[src/rtl/prim_fifo_n.sv]
// DEPTH-entry valid/ready FIFO: circular flop array with head read combinationally,
// downstream stall masking, synchronous flush, occupancy count and almost-full flag.
module prim_fifo_n #(
   parameter int unsigned WIDTH     = 32,
   parameter int unsigned DEPTH     = 4,
   parameter int unsigned AFULL_LVL = DEPTH - 1
) (
   input  logic                       clk,
   input  logic                       reset,
   input  logic                       flush_i,
   output logic                       urdy_o,
   input  logic                       uvld_i,
   input  logic [WIDTH-1:0]           udat_i,
   input  logic                       dstall_i,
   input  logic                       drdy_i,
   output logic                       dvld_o,
   output logic [WIDTH-1:0]           ddat_o,
   output logic [$clog2(DEPTH+1)-1:0] count_o,
   output logic                       afull_o
);

   localparam int unsigned PW = $clog2(DEPTH);
   localparam int unsigned CW = $clog2(DEPTH + 1);

   logic [WIDTH-1:0] mem_q [DEPTH];
   logic [PW-1:0]    rptr_q, rptr_d;
   logic [PW-1:0]    wptr_q, wptr_d;
   logic [CW-1:0]    count_q, count_d;
   logic             push_s, pop_s;

   // Outputs depend only on registered state, except the stall mask on dvld_o.
   assign urdy_o  = (count_q != CW'(DEPTH));
   assign dvld_o  = (count_q != CW'(0)) & ~dstall_i;
   assign ddat_o  = mem_q[rptr_q];
   assign count_o = count_q;
   assign afull_o = (count_q >= CW'(AFULL_LVL));

   assign push_s = uvld_i & urdy_o;
   assign pop_s  = dvld_o & drdy_i;

   // Next-state for pointers and occupancy.
   always_comb begin
      rptr_d  = rptr_q;
      wptr_d  = wptr_q;
      count_d = count_q;
      if (push_s) begin
         wptr_d = wptr_q + PW'(1);
      end else begin
         wptr_d = wptr_q;
      end
      if (pop_s) begin
         rptr_d = rptr_q + PW'(1);
      end else begin
         rptr_d = rptr_q;
      end
      case ({push_s, pop_s})
         2'b10:   count_d = count_q + CW'(1);
         2'b01:   count_d = count_q - CW'(1);
         default: count_d = count_q;
      endcase
   end

   // Pointer/count state; reset outranks flush, both discard any same-cycle push/pop.
   always_ff @(posedge clk) begin
      if (reset) begin
         rptr_q  <= PW'(0);
         wptr_q  <= PW'(0);
         count_q <= CW'(0);
      end else if (flush_i) begin
         rptr_q  <= PW'(0);
         wptr_q  <= PW'(0);
         count_q <= CW'(0);
      end else begin
         rptr_q  <= rptr_d;
         wptr_q  <= wptr_d;
         count_q <= count_d;
      end
   end

   // Storage is never cleared; only accepted beats are written.
   always_ff @(posedge clk) begin
      if (push_s && !reset && !flush_i) begin
         mem_q[wptr_q] <= udat_i;
      end
   end

endmodule

[config.mk]
export PLATFORM = sky130hd
export DESIGN_NAME = prim_fifo_n
export DESIGN_NICKNAME = d
export VERILOG_FILES = /design/src/rtl/prim_fifo_n.sv
export SDC_FILE = /design/constraint.sdc
export NUM_CORES = 1
export LEC_CHECK = 0
export CORE_UTILIZATION = 43
export DETAILED_ROUTE_END_ITERATION = 10
export PLACE_DENSITY_LB_ADDON = 0.15
export SKIP_CTS_REPAIR_TIMING = 1
export SYNTH_ARGS = -nofsm -noshare
export SYNTH_HDL_FRONTEND = slang
export SYNTH_SLANG_ARGS = --single-unit
[constraint.sdc]
create_clock -name clk -period 5.6 [get_ports clk]
set_clock_uncertainty 0.15 [all_clocks]
set_input_delay 1.12 -clock clk [delete_from_list [all_inputs] [get_ports clk]]
set_output_delay 1.12 -clock clk [all_outputs]
set_load 0.01 [all_outputs]
==> impl_results.md <==
* Outcome: finished with violations
* Failing checks: DRC
* Reg2reg start: count_o[2]
* Clk slew on worst S/H paths at 0.06 ns
* Final Max Slew Viols at 0
* Final ANT Viol Nets at 0
* Final setup vio count at 0
* CTS tree: built
* Syn. warnings at 0
* Antenna violations before repair at 0
* Crit path arrival time at 2.66 ns
* Synth Cell Area at 5117 µm²
* FILL cells at 858
* Pleak at 2.101 nW
* Area Growth Syn to Fin at 29.36%
* Synthesized flop and latch total at 137
* Startpoint Class: flip-flop
* Tmin final at 3.935 ns
* Worst setup EP type: primary output
* Share of the synthesized area in the top cell type at 75.11%
* Part of the power in registers at 48.5%
* Antenna cells at 0
* Power Dens Cells at 353.4 nW/µm²
* Commonest non-fill, non-tap cell in the layout: edfxtp_1
* Max-cap violation count at 0
* Die Area at 12340 µm²
* Initial Util at 44.44%
* Int Pwr at 0.001883 W
* Slew @ Worst Pin at 0.8959 ns
* Final Hold Viols at 0
* GRT overflow at 0
* Layout cells sized above 1 at 23.53%
* Final WS setup at 1.665 ns
* Post-synthesis sequential area ratio at 78.63%
* Clk Latency, worst-skew pair at 0.41 ns
* GPL Wtd Cong at 0.6997
* Num CTS Buffers at 17
* Vias in the first global route at 2536
* Critical path required time at 4.33 ns
* Sw Pwr at 0.0004566 W
* Clk sinks at 137
* Syn Nets at 266
* Overall global routing resource usage at 15.32%
* Period Utilization, post-route at 70.26%
* Nets at 354
* CP Max Fanout at 17
* Reg-to-reg slack, setup at 3.00 ns
* Row count at 39
* Max stage delay on crit path at 0.72 ns
* Initial DRC Count at 155
* Cell count after synthesis at 222
* HP Start: rptr_q[1]
* Worst slack, placed at 2.027 ns
* TNS Setup at 0 ns
* CP Cell Sequence: buf_4, mux4_2, clkdlybuf4s50_1
* Synth cell types at 27
* Largest net degree at the start of global routing at 33
* Crit path max-delay family: buffers and inverters
* # H-tree levels at 4
* I/O Buffers at 75
* Pre-antenna DRT Iters at 7
* Global-route wire length before repair at 13630 µm
* CTS Buffer Depth at 2
* Drt total wl at 8617 µm
* Clock network power share at 47.7%
* Sw frac at 19.52%
* F_max at 254.2 MHz
* Post-DR wirelength/cell at 18.49 µm
* CP max-delay cell: dfxtp_2
* Worst Hold Class: reg -> reg
* Buffer and inverter count on the worst path at 2
* Crit Path Class: reg -> out
* Top cell type by total area after synthesis: edfxtp_1
* Vias at 2403
* IO Count at 76
* Worst slew margin at 40.27%
* Combinational fraction of design power at 3.7%
* Most frequent cells in the layout: edfxtp_1 (128), clkdlybuf4s50_1 (75), mux4_2 (32)
* Syn Area/Cell at 23.05 µm²
* Max VDD drop at 250.3 µV
* Vias per std cell at 5.157
* Die W at 111.1 µm
* Root buf cell: clkbuf_16
* Hpwl dp at 4817 µm
* DRC Markers at 12
* Core area at 11520 µm²
* Die Y at 111.1 µm
* RSZ-0062 raised after global routing: false
* Synth area leaders: edfxtp_1 (75%), mux4_2 (14%), dfxtp_1 (3.5%), ha_1 (1.2%), and3_2 (0.59%)
-- worst register-to-register path, stage by stage (launching register included) --
cell	delay, ns
dfxtp_1	0.40
or3b_4	0.43
and2_4	0.20
inv_1	0.06
ha_1	0.17
inv_1	0.06
fa_1	0.37
xor2_1	0.16
or3_2	0.41
a21oi_1	0.14
-- through the flow --
step                      cell area (µm²)  hold WS [ns]  instances  power [W]  utilization (%)
final                                6620        0.3528        466   0.002340            57.49
after global placement               6018        0.3119        434   0.001244            52.26
after floorplan                      5117        0.3091        222   0.001185                -
after detailed placement             6018        0.3412        434   0.001245            52.26
after global routing                 6620        0.3980        466   0.002410            57.49
after CTS                            6620        0.3502        466   0.002361            57.49
-- sequential cells by signal (all words and copies together), names as in the netlist, named ones only --
register and flops:
mem_q 128, wptr_q 2, rptr_q 2, count_o 3
-- final timing paths --
| check | endpoint | depth (start not counted) |
|---|---|---|
| setup reg to reg | count_o[2] | 9 |
| hold reg to reg | flip-flop | 2 |
| setup / recovery | ddat_o[28] | 3 |
| hold / removal | flip-flop | 2 |
-- power by group through the flow --
stage	Clock (W)	Combinational, W	Sequential [W]
floorplan	0	0.0000298	0.00116
detailed placement	0	0.0000887	0.00116
finish	0.00112	0.0000874	0.00114
global placement	0	0.0000877	0.00116
global route	0.00118	0.0000944	0.00114
CTS	0.00114	0.0000890	0.00114
-- final cells by class --
| cell class | instances | area [µm²] | area share, % |
|---|---|---|---|
| flip-flops and latches | 137 | 4026 | 60.82 |
| multi-input cells | 72 | 1032 | 15.59 |
| repair buffers | 76 | 758.2 | 11.45 |
| clock buffers | 18 | 429.2 | 6.483 |
| well taps | 143 | 178.9 | 2.703 |
| clock inverters | 14 | 172.7 | 2.608 |
| inverters | 6 | 22.52 | 0.3402 |
-- layer usage --
layer | share of wire, % | wire length (µm) | vias up | track usage, %
met5 | 0 | 0 | - | 0
met4 | 1.7 | 150 | 0 | 7.207
met3 | 5.0 | 435 | 13 | 5.139
met2 | 48 | 4155 | 62 | 23.82
met1 | 45 | 3876 | 1226 | 19.51
li1 | - | - | 1102 | -
-- Yosys cell counts, drive strengths merged --
| cell | n |
|---|---|
| edfxtp | 128 |
| ha | 5 |
| or3b | 1 |
| or3 | 3 |
| dfxtp | 9 |
| a21oi | 3 |
| or2 | 1 |
| nor3 | 1 |
| fa | 1 |
| buf | 7 |
| xor2 | 2 |
| o31ai | 1 |
| nand2 | 2 |
| mux4 | 32 |
| a21o | 1 |
| nand3b | 1 |
| nand4 | 2 |
| mux2i | 2 |
| inv | 6 |
| o21ai | 3 |
| nor3b | 1 |
| and2 | 1 |
| nor2 | 5 |
| and3 | 4 |
-- logic make-up (layout without fill, tap and decap cells) --
kind of cell               Yosys count  after routing  synth area share, %
AOI/OAI and AO/OA                    8              8                1.002
DFF                                137            137                78.63
buffers and inverters               13            114                1.198
muxes                               34             34                14.47
and+or+nand+nor                     22             22                2.738
adders and majority gates            6              6                1.614
xor gates and xnor gates             2              2               0.3424
Power figures use the tool's default switching activity.
==> edit 1 (same flow settings) <==
The parameter `DEPTH` goes from 4 to 2.
--- a/src/rtl/prim_fifo_n.sv
+++ b/src/rtl/prim_fifo_n.sv
@@ -3,5 +3,5 @@
 module prim_fifo_n #(
    parameter int unsigned WIDTH     = 32,
-   parameter int unsigned DEPTH     = 4,
+   parameter int unsigned DEPTH     = 2,
    parameter int unsigned AFULL_LVL = DEPTH - 1
 ) (
Ports: changed (resized count_o); port bits go from 76 to 75. The function was not compared with the original's and may differ.
==> edit 1 against the original RTL <==
First-iteration DRC count fell by 73%; fmax rose by 11%; worst setup slack improved by 380 ps; sequential power fell by 49%; global-route usage fell by 0.86 points; sequential cell count fell by 68; power fell by 52%; critical path type unchanged; synthesized area fell by 46%; count of clock-buffer cells in the layout fell by 8; final area fell by 43%; critical path depth fell by 1; routed wire length fell by 49%; sequential share of layout area fell by 7.1 points.
==> edit 1: results (changes against the original RTL) <==
GRT
  • Antenna violations before repair: 0 (unchanged)
  • Pin count of the biggest net entering global routing: 33 (unchanged)
  • Overall Global Routing Usage: 14.5% (-0.86 points)
  • Wire length of the first global-routing pass: 6590 um (-52%)
  • Vias in the first global route: 1455 (-43%)

Timing
  • Final Hold Vio Count: 0 (unchanged)
  • Actual transition at the worst max-transition pin: 1070 ps (+175 ps)
  • Fmax: 282 MHz (+11%)

Critical path
  • R2r startpoint: count_o[0]
  • Critical Path Sink: ddat_o[13]
  • End of the worst register-to-register path: mem_q[1][26]
  • Worst setup path class: flop to primary output
  • Worst reg-to-reg setup slack: 3600 ps (+600 ps)
  • Max Fanout on Critical Path: 32 (+15)
  • Number of cells traversed by the worst register-to-register path: 5 (-4)
  • Signal arrival time at the worst endpoint: 2280 ps (-380 ps)

Logic synthesis
  • Avg Inst Size Synth: 21.0 um2 (-8.9%)
  • Primary flip-flop cell chosen by synthesis mapping: edfxtp_1
  • Ranking of synthesized cells by area: edfxtp_1 (70%), mux2_4 (16%), dfxtp_1 (3.6%), buf_12 (2.2%), ha_1 (1.8%)
  • Register area share after synthesis: 73.5% (-5.1 points)
  • Number of warnings reported in the yosys synthesis log: 0 (unchanged)
  • Number of distinct standard cells referenced by the synthesized netlist: 17 (-37%)
  • Share of flip-flops with an asynchronous set or reset: 0% (unchanged)
  • Syn_nets: 173 (-35%)
  • Number of synthesized flops with an enable pin: 64 (-50%)
  • Post-synth top cells: edfxtp_1 (64), mux2_4 (30), nor2_1 (6), dfxtp_1 (5), inv_1 (5)

Detailed routing
  • Vias per Instance: 4.71 (-8.6%)
  • Via count: 1376 (-43%)
  • Number of iterations in the first detailed-routing pass: 4 (-3)
  • Routed wire length: 4380 um (-49%)
  • Iteration-0 DRC count of the detailed router: 42 (-73%)

Cells and area
  • Flip-flop count of the largest register, all copies and words added: 64 (-50%)
  • Nets: 255 (-28%)
  • Largest register by flop count: mem_q
  • Diodes inserted: 0 (unchanged)
  • Share of final-layout standard cells stronger than drive strength 1: 24.4% (+0.89 points)
  • Count of filler cells inserted in the layout: 449 (-48%)

Min path
  • Worst Hold Depth: 2 (unchanged)
  • Worst min-delay path class: flop to flop

Placed design
  • Placed instance area: 3540 um2 (-41%)
  • Placed Cells: 277 (-36%)
  • GPL Wtd Cong: 0.708 (+1.1%)
  • Number of buffers added on ports: 74 (-1.3%)
  • Post-DP HPWL: 2900 um (-40%)
  • Worst slack at placement: 2110 ps (+78.2 ps)

Clocking
  • Source-to-sink clock delay at the later pin of the worst-skew pair: 330 ps (-80 ps)
  • Maximum clock insertion buffer count: 2 (unchanged)
  • Clk root buf: clkbuf_8
  • Depth of the CTS H-tree: 3 (-1)
  • Clk slew on worst S/H paths: 60 ps (about the same)
  • Number of buffers added by the clock tree synthesis step: 9 (-8)

Power
  • Leakage power of the design: 1.33 nW (-37%)
  • Maximum ir drop on the vdd rail: 0.201 mV (-20%)
  • Switching power: 205 uW (-55%)

Outcome
  • Outcome: finished, final reports clean
[edit 1: worst min-delay path by stage]
stage                      start      to  slack (ps)
after floorplan           rptr_q    flop         330
after global placement    rptr_q  rptr_q         350
after detailed placement  rptr_q    flop         350
after CTS                 rptr_q  rptr_q         380
after global routing      rptr_q  rptr_q         430
final                     rptr_q  rptr_q         380
[edit 1: stage by stage]
stage | hold slack [ps] | util, %
after CTS | 384 | 62.1
after detailed placement | 353 | 58.3
after global routing | 427 | 62.1
after floorplan | 331 | -
after global placement | 350 | 58.3
final | 383 | 62.1
[edit 1: power groups by stage]
stage / Combinational, mW / Sequential [mW] / Clock (mW)
after floorplan: 0.0385 / 0.590 / 0
after global placement: 0.0883 / 0.591 / 0
after detailed placement: 0.0915 / 0.592 / 0
after CTS: 0.0919 / 0.581 / 0.473
after global routing: 0.0977 / 0.581 / 0.490
final: 0.0906 / 0.580 / 0.460
[edit 1: final cells by class]
type	instances	area, um2	share of cell area, %
flip-flops and latches	69	2020	53.8
repair buffers	76	756	20.1
multi-input cells	52	644	17.1
clock buffers	10	128	3.39
clock inverters	5	100	2.66
well taps	75	93.8	2.49
inverters	5	18.8	0.499
[edit 1: logic make-up after synthesis]
group / count (synthesis) / synth area share, %
adder cells (fa/ha/maj): 4 / 1.82
flip-flops: 69 / 73.5
buffers and inverters: 10 / 3.46
multiplexers: 32 / 17.2
XOR/XNOR: 4 / 1.27
AND/OR/NAND/NOR: 11 / 2.32
AO/OA/AOI/OAI: 1 / 0.455
[edit 1: critical path, stage by stage, from the launching register on]
cell and delay (ps):
dfxtp_2 1040, mux2_2 420, clkdlybuf4s50_1 490
[edit 1: routing by layer]
layer  track usage (%)  wire length [um]  vias to the layer above
met3              4.44               236                       12
met5                 0                 0                        -
met2              25.6              2420                       46
met1              14.2              1610                      663
met4              10.2               116                        0
li1                  -                 -                      655
==> edit 2 (config.mk and constraints unchanged) <==
Made on the original files. Register the output `count_o` once more, with the module's reset; this adds one clock of latency there. The other outputs are not delayed to match.
--- a/src/rtl/prim_fifo_n.sv
+++ b/src/rtl/prim_fifo_n.sv
@@ -33,5 +33,11 @@
    assign dvld_o  = (count_q != CW'(0)) & ~dstall_i;
    assign ddat_o  = mem_q[rptr_q];
-   assign count_o = count_q;
+   always_ff @(posedge clk) begin
+      if (reset) begin
+         count_o <= '0;
+      end else begin
+         count_o <= count_q;
+      end
+   end
    assign afull_o = (count_q >= CW'(AFULL_LVL));
 
Function: changed (a bounded check fails within 4 cycles, from zero or initial values and one cycle with reset high).
==> edit 2 against the original RTL <==
The flow still finishes with violations (design-rule violations); die area up 1.1%; worst setup slack worse by 3.9 ps; power up 4.2%; first-iteration DRC count down 19%; routed wire length up 3.1%; sequential share of layout area about the same; count of clock-buffer cells in the layout up 2; hold slack worse by 9.3 ps; synthesized area up 1.1%; sequential cell count up 3; cell count up 1.1%; final area up 1.4%; utilization up 0.58 points; largest cell class unchanged.
==> edit 2: results (changes against the original RTL) <==
Detailed routing
  • Detail Route met2 WL: 4370 um (+5.3%)
  • Sum of routed wire segments on met1: 3930 um (+1.3%)
  • Routed wire length: 8880 um (+3.1%)
  • Iteration-0 DRC count of the detailed router: 126 (-19%)
  • Via count: 2432 (+1.2%)
  • Wire length per cell after detailed routing: 18.9 um (+2.0%)
  • Number of remaining DRC errors: 6 (-6)
  • Routed wl met3: 482 um (+11%)

Power
  • Cell-internal power: 1.99 mW (+5.7%)
  • Leakage power of the design: 2.16 nW (+2.7%)

Critical path
  • Critical Path Sink: ddat_o[14]
  • Signal arrival time at the worst endpoint: 2670 ps (about the same)
  • Worst reg-to-reg setup slack: 3060 ps (+60 ps)
  • End of the worst register-to-register path: count_q[2]
  • Max Fanout on Critical Path: 20 (+3)
  • Delay contributed by the slowest stage of the critical path: 800 ps (+80 ps)

Logic synthesis
  • Syn_nets: 272 (+2.3%)
  • Avg Inst Size Synth: 22.7 um2 (-1.6%)
  • Register area share after synthesis: 78.9% (+0.31 points)
  • Post-synth top cells: edfxtp_1 (128), mux4_2 (32), dfxtp_1 (12), nor2_1 (7), inv_1 (6)

Cells and area
  • Share of final-layout standard cells stronger than drive strength 1: 21.3% (-2.2 points)

Placed design
  • Placed instance area: 6080 um2 (+1.1%)
  • Worst slack at placement: 2010 ps (-15.2 ps)
  • Post-DP HPWL: 5210 um (+8.2%)
  • Placed Cells: 440 (+1.4%)

GRT
  • Wire length of the first global-routing pass: 14000 um (+2.4%)
  • Met1 Track Usage GR: 20.4% (+0.87 points)
  • Met3 track demand over resource in global routing: 6.48% (+1.3 points)
  • Overall Global Routing Usage: 15.8% (+0.45 points)
  • GRT met2 Usage: 23.9% (+0.035 points)
  • Vias in the first global route: 2605 (+2.7%)

Outcome
  • Violations in the final reports: design-rule violations
  • Outcome: finished, violations left
-- edit 2: changes by cell type after synthesis, moves of 2 or more --
cell and change:
buf_2 +2, dfxtp_1 +3, nor2_1 +2, buf_4 -2, and3_2 -4, and3_1 +4
-- edit 2: worst min-delay path by stage --
| stage | from | end | slack (ps) | cells after the start |
|---|---|---|---|---|
| floorplan | rptr_q[1] | flop | 310 | 2 |
| finish | rptr_q[1] | flop | 340 | 2 |
| detailed placement | rptr_q[1] | flop | 330 | 2 |
| CTS | rptr_q[1] | flop | 350 | 2 |
| global placement | rptr_q[1] | flop | 320 | 2 |
| global route | rptr_q[1] | flop | 390 | 2 |
-- edit 2: logic make-up after synthesis --
kind of cell    share of synthesized area [%]
compound gates                          0.967
simple gates                             2.76
fa+ha+maj                                1.60
xor+xnor                                0.339
buf+inv                                  1.09
mux                                      14.3
flops                                    78.9
-- edit 2: per-stage QoR --
| stage | hold slack [ps] | total power, mW |
|---|---|---|
| floorplan | 309 | 1.21 |
| global placement | 319 | 1.27 |
| detailed placement | 327 | 1.27 |
| CTS | 350 | 2.46 |
| global route | 385 | 2.51 |
| finish | 344 | 2.44 |
-- edit 2: area by class of cell --
class / instances / area (um2)
inverter: 6 / 22.5
clock inverter: 11 / 194
sequential: 140 / 4090
multi-input combinational: 75 / 1040
tap: 143 / 179
timing repair buffer: 76 / 758
fill: 854 / 4850
clock buffer: 20 / 437
-- edit 2: worst register-to-register path: stages (launching register included) --
cell and delay, ps:
dfxtp_1 410, or3b_4 420, and2_4 190, inv_1 70
ha_1 180, inv_1 60, fa_1 370, xor2_1 160
or3_1 310, a21oi_1 140
